`src/rtl/relu_argmax.sv`:
```
// relu_argmax: output stage of the MNIST accelerator.
//
// Waits for every output-layer PE to raise its done flag, captures all PE
// words through an FP32 ReLU, then scans the rectified lanes one per cycle
// to find the winning class. The result holds until the next `head`.
//
// Ports:
//   clock        rising-edge clock shared with the PE array
//   rst_n        asynchronous active-low reset
//   head         inference header pulse; re-arms the block (top priority)
//   pe_out_bus   N_OUT packed FP32 PE outputs, lane k at [32k+31:32k]
//   done_vec     per-PE done flags, bit k belongs to PE k
//   relu_bus     registered ReLU of the captured lanes, same packing
//   class_idx    index of the largest rectified lane (lowest index on ties)
//   max_val      FP32 value at class_idx
//   result_valid high while class_idx/max_val hold a completed result
//   busy         high while the scan is in progress
module relu_argmax #(
  parameter int N_OUT = 10,
  parameter int IDX_W = 4
) (
  input  logic                  clock,
  input  logic                  rst_n,
  input  logic                  head,
  input  logic [32*N_OUT-1:0]   pe_out_bus,
  input  logic [N_OUT-1:0]      done_vec,
  output logic [32*N_OUT-1:0]   relu_bus,
  output logic [IDX_W-1:0]      class_idx,
  output logic [31:0]           max_val,
  output logic                  result_valid,
  output logic                  busy
);

  typedef enum logic [1:0] {WAIT, SCAN, DONE} state_t;

  state_t           state, state_nxt;
  logic [31:0]      relu_q [N_OUT];
  logic [IDX_W-1:0] idx;
  logic [31:0]      cur_lane;
  logic             last_lane;
  logic             capture;

  // Negative values and every NaN rectify to +0; +Inf and positive
  // denormals pass through unchanged.
  function automatic logic [31:0] fp32_relu(input logic [31:0] w);
    logic is_nan;
    is_nan = (w[30:23] == 8'hFF) && (w[22:0] != 23'd0);
    if (w[31] || is_nan) return 32'd0;
    return w;
  endfunction

  assign capture   = (state == WAIT) && (&done_vec);
  assign cur_lane  = relu_q[idx];
  assign last_lane = (idx == IDX_W'(N_OUT - 1));

  // busy/result_valid are decodes of the state register only.
  assign busy         = (state == SCAN);
  assign result_valid = (state == DONE);

  for (genvar k = 0; k < N_OUT; k++) begin : g_pack
    assign relu_bus[32*k +: 32] = relu_q[k];
  end

  always_ff @(posedge clock or negedge rst_n) begin
    if (!rst_n) begin
      state <= WAIT;
    end else begin
      state <= state_nxt;
    end
  end

  always_comb begin
    state_nxt = state;
    if (head) begin
      state_nxt = WAIT;
    end else begin
      case (state)
        WAIT:    if (&done_vec) state_nxt = SCAN;
        SCAN:    if (last_lane) state_nxt = DONE;
        DONE:    state_nxt = DONE;
        default: state_nxt = WAIT;
      endcase
    end
  end

  // Capture on entry to SCAN, then one lane per cycle. The compare uses
  // bits [30:0] as unsigned integers: rectified lanes are non-negative and
  // never NaN, so integer order equals FP32 order.
  always_ff @(posedge clock or negedge rst_n) begin
    if (!rst_n) begin
      for (int k = 0; k < N_OUT; k++) relu_q[k] <= 32'd0;
      class_idx <= '0;
      max_val   <= 32'd0;
      idx       <= '0;
    end else if (head) begin
      class_idx <= '0;
      max_val   <= 32'd0;
      idx       <= '0;
    end else if (capture) begin
      for (int k = 0; k < N_OUT; k++) relu_q[k] <= fp32_relu(pe_out_bus[32*k +: 32]);
      class_idx <= '0;
      max_val   <= 32'd0;
      idx       <= '0;
    end else if (state == SCAN) begin
      if (cur_lane[30:0] > max_val[30:0]) begin
        max_val   <= cur_lane;
        class_idx <= idx;
      end
      if (!last_lane) idx <= idx + IDX_W'(1);
    end
  end

endmodule

```
`config.mk`:
```
export PLATFORM = sky130hd
export DESIGN_NAME = relu_argmax
export DESIGN_NICKNAME = d
export VERILOG_FILES = /design/src/rtl/relu_argmax.sv
export SDC_FILE = /design/constraint.sdc
export NUM_CORES = 1
export LEC_CHECK = 0
export BUFFER_PORTS_ARGS = -buffer_cell sky130_fd_sc_hd__buf_4
export CAP_MARGIN = 10
export CORE_AREA = 2 2 270 272
export DETAILED_ROUTE_END_ITERATION = 8
export DIE_AREA = 0 0 272 274
export PLACE_DENSITY = 0.52
export SLEW_MARGIN = 15
export SYNTH_ARGS = -nofsm -noshare
export SYNTH_HDL_FRONTEND = slang
export SYNTH_SLANG_ARGS = --single-unit
```
`constraint.sdc`:
```
create_clock -name clock -period 3.7 [get_ports clock]
set_input_delay 0.185 -clock clock [delete_from_list [all_inputs] [get_ports clock]]
set_output_delay 0.185 -clock clock [all_outputs]
set_load 0.005 [all_outputs]
```
==> flow_summary.yaml <==
pwr:
  pwr-share-comb_pct: 9.9
  p_leak_nw: 14.30
  clockPowerShare_pct: 48.5
  seq_power_share_pct: 41.6
  p_sw_mw: 2.329
  p_sw_share_pct: 24.10
  p_per_area_mw_per_mm2: 320.0
  vdd_drop_max_mv: 0.3621
  internal_power_mw: 7.336
logic_synthesis:
  syn-instance-count: 1381
  synth.net_count: 1750
  synth-edff-count: 0
  ys_seq_elements: 362
  synthArstFlopShare_pct: 100.0
  syn-cell-area_sq_mm: 0.01726
  synth_cell_types: 42
  ys.flop_type: "dfrtp_1"
  yosys_warnings: 0
  syn_avg_cell_area_sq_um: 12.50
  yosysSeqAreaShare_pct: 52.49
layout:
  final_cell_mix: "buf_4, dfrtp_1, dlygate4sd3_1, a22o_1, mux4_2"
  syn_to_final_growth_pct: 75.02
  nets: 2839
  regArea_sq_mm: 0.009066
  multiInputGateArea_sq_mm: 0.008225
  final_common_cell: "buf_4"
  fillCellCount: 6798
  drive_gt1_share_pct: 45.97
  final_util_pct: 41.97
grt:
  gr-total-overflow: 0
  antenna_found_initial: 8
  grt_pass1_wl_um: 139000
  track_usage_pct: 25.89
  grt_max_degree: 95
  grt_pass1_vias: 18410
floorplan:
  core_area_sq_mm: 0.07197
  num_io_pins: 691
  core.rowCount: 99
  die_area_sq_mm: 0.07453
  fp.dieH_um: 274
  start_util_pct: 23.98
  die-width_um: 272
place:
  dp_hpwl_um: 77760
  gp_congestion: 0.9958
  place.port_buffers: 690
  pre_cts_ws_ps: -342.9
cts:
  ctsHtreeMaxLevel: 2
  cts_root_buffer: "clkbuf_16"
  cts_buffers: 45
  cts_buffer_depth: 3
  clk_pin_slew_ps: 60
  cts_sinks: 362
  clk_latency_ps: 590
  cts_tree: "yes"
detailed_routing:
  drc_errors: 0
  routed_via_density: 5.250
  ant_nets: 0
  drt_wl_total_um: 100200
  vias: 18200
  avgRoutedWirePerCell_um: 28.90
  firstDrtPassIters: 5
  detail_route.iter0.violations: 1799
critical_path:
  critical_path.top_delay_family: "compound AO/OA/AOI/OAI gates"
  required_ps: 4180
  rr_startpoint: "idx[0]"
  rr_endpoint: "class_idx[1]"
  crit_top_cell: "buf_4"
  cp_slowest_cell: "dfrtp_4"
  crit_chain: "buf_12 > buf_12 > buf_16 > buf_4 > mux2_2 > a22oi_2 > buf_6 > o21ai_4 > ha_4 > buf_4 > nand2_1 > o21ai_0 > a22oi_2 > buf_4 > a21oi_4 > clkbuf_16 > o21ai_2 > a21oi_1"
  critPathKind: "flip-flop to flip-flop"
  rr_worst_depth: 18
  worstPathArrival_ps: 4360
  critPathBufInv: 8
  max_stage_delay_ps: 510
  cp_max_fo: 8
  start_kind: "flip-flop"
  end_kind: "flip-flop"
  cp.depth: 18
  reg2reg_slack_ps: -180
hold_path:
  holdPathStages: 3
  hold_class: "input port to flip-flop"
  whs_endpoint: "relu_bus[315]"
  worstHoldStart: "pe_out_bus[319]"
sta:
  slew_headroom_pct: 24.77
  rsz0062_at_grt: "true"
  whs_ps: 18.85
  period_minus_slack_ps: 3884
  worst_pin_slew_ps: 1128
  slew_viol_final: 0
  hold_viol: 0
  setup_violations: 36
  fmax_ghz: 0.2574
  setup_slack_ps: -184.5
  clock_skew_ps: 22.10
  timing.final.crit_share_pct: 105.0
run_status:
  outcome: "finished, violations left"
  violations: "negative setup slack"
flow_run:
  cap_viol_max_count: 0
## flip-flops by register name, indices dropped and copies added (netlist names)
name,flops
relu_bus,320
max_val,32
state,2
class_idx,4
idx,4
## cell type report
type / instances / share of cell area, %
Antenna cell: 1 / 0.008284
Clock buffer: 65 / 4.275
Clock inverter: 18 / 0.8533
Inverter: 37 / 0.4598
Multi-Input combinational cell: 865 / 27.23
Sequential cell: 362 / 30.01
Tap cell: 959 / 3.972
Timing Repair Buffer: 1159 / 33.19
## what timing repair did
| action | in CTS | in global routing |
|---|---|---|
| hold buffers | 318 | 0 |
| buffers inserted | 15 | 10 |
| resized for setup | 99 | 66 |
| hold endpoints to repair | 401 | 0 |
| pin swaps | 24 | 63 |
| gates cloned | 4 | 2 |
| endpoints found under the setup margin | 36 | 36 |
## power groups by stage
stage | sequential [mW] | clock [mW] | combinational (mW)
2_1_floorplan | 4.08 | 0 | 0.0812
3_3_place_gp | 4.09 | 0 | 0.656
3_5_place_dp | 4.09 | 0 | 0.660
4_1_cts | 4.02 | 4.78 | 0.951
5_1_grt | 4.02 | 4.93 | 1.01
6_report | 4.02 | 4.69 | 0.956
## kinds of logic after synthesis
group,after synthesis,synth area share (%)
compound gates,451,20.54
xor+xnor,3,0.1523
fa+ha+maj,36,2.610
buf+inv,154,3.799
flops,362,52.49
mux,97,10.50
simple gates,278,9.917
## synth_stat cells (all sizes together) (21+ instances only)
master,count,share of area (%)
mux2,32,2.1
clkbuf,77,1.7
inv,37,0.80
a22oi,33,1.4
a21oi,55,1.6
nor4,51,1.8
mux4,64,8.4
ha,36,2.6
nand4,38,1.4
dfrtp,362,52
nor3,94,4.2
a22o,310,16
o21ai,42,1.2
buf,40,1.3
nor2,21,0.46
nand2,49,1.1
## tightest hold or removal path, cell delays in order
cell and delay, ps:
buf_4 90, nor3_2 100, a22o_1 190
## per-stage QoR
stage	instance area, sq um	std cells	TNS, ps	power (mW)
final	30210	3466	-4785	9.665
after global routing	30210	3466	-10040	9.970
after CTS	29810	3457	-4344	9.749
after detailed placement	24390	3042	-9983	4.752
after global placement	24390	3042	-8918	4.749
after floorplan	17260	1381	0	4.160
## how the worst max path moves through the flow
stage / startpoint / end / slack [ps]
after floorplan: idx[0] / max_val[1] / 80
after global placement: idx[0] / max_val[0] / -310
after detailed placement: idx[0] / max_val[22] / -340
after CTS: idx[0] / max_val[30] / -150
after global routing: idx[0] / max_val[31] / -320
final: idx[0] / class_idx[1] / -180
## layer usage
layer | track usage, % | part of all wire, % | vias up
li1 | - | - | 7653
met1 | 35.63 | 43 | 9374
met2 | 42.23 | 47 | 962
met3 | 4.002 | 6.2 | 198
met4 | 7.331 | 3.5 | 8
met5 | 0 | 0.057 | -
(Power assumes the default switching activity.)
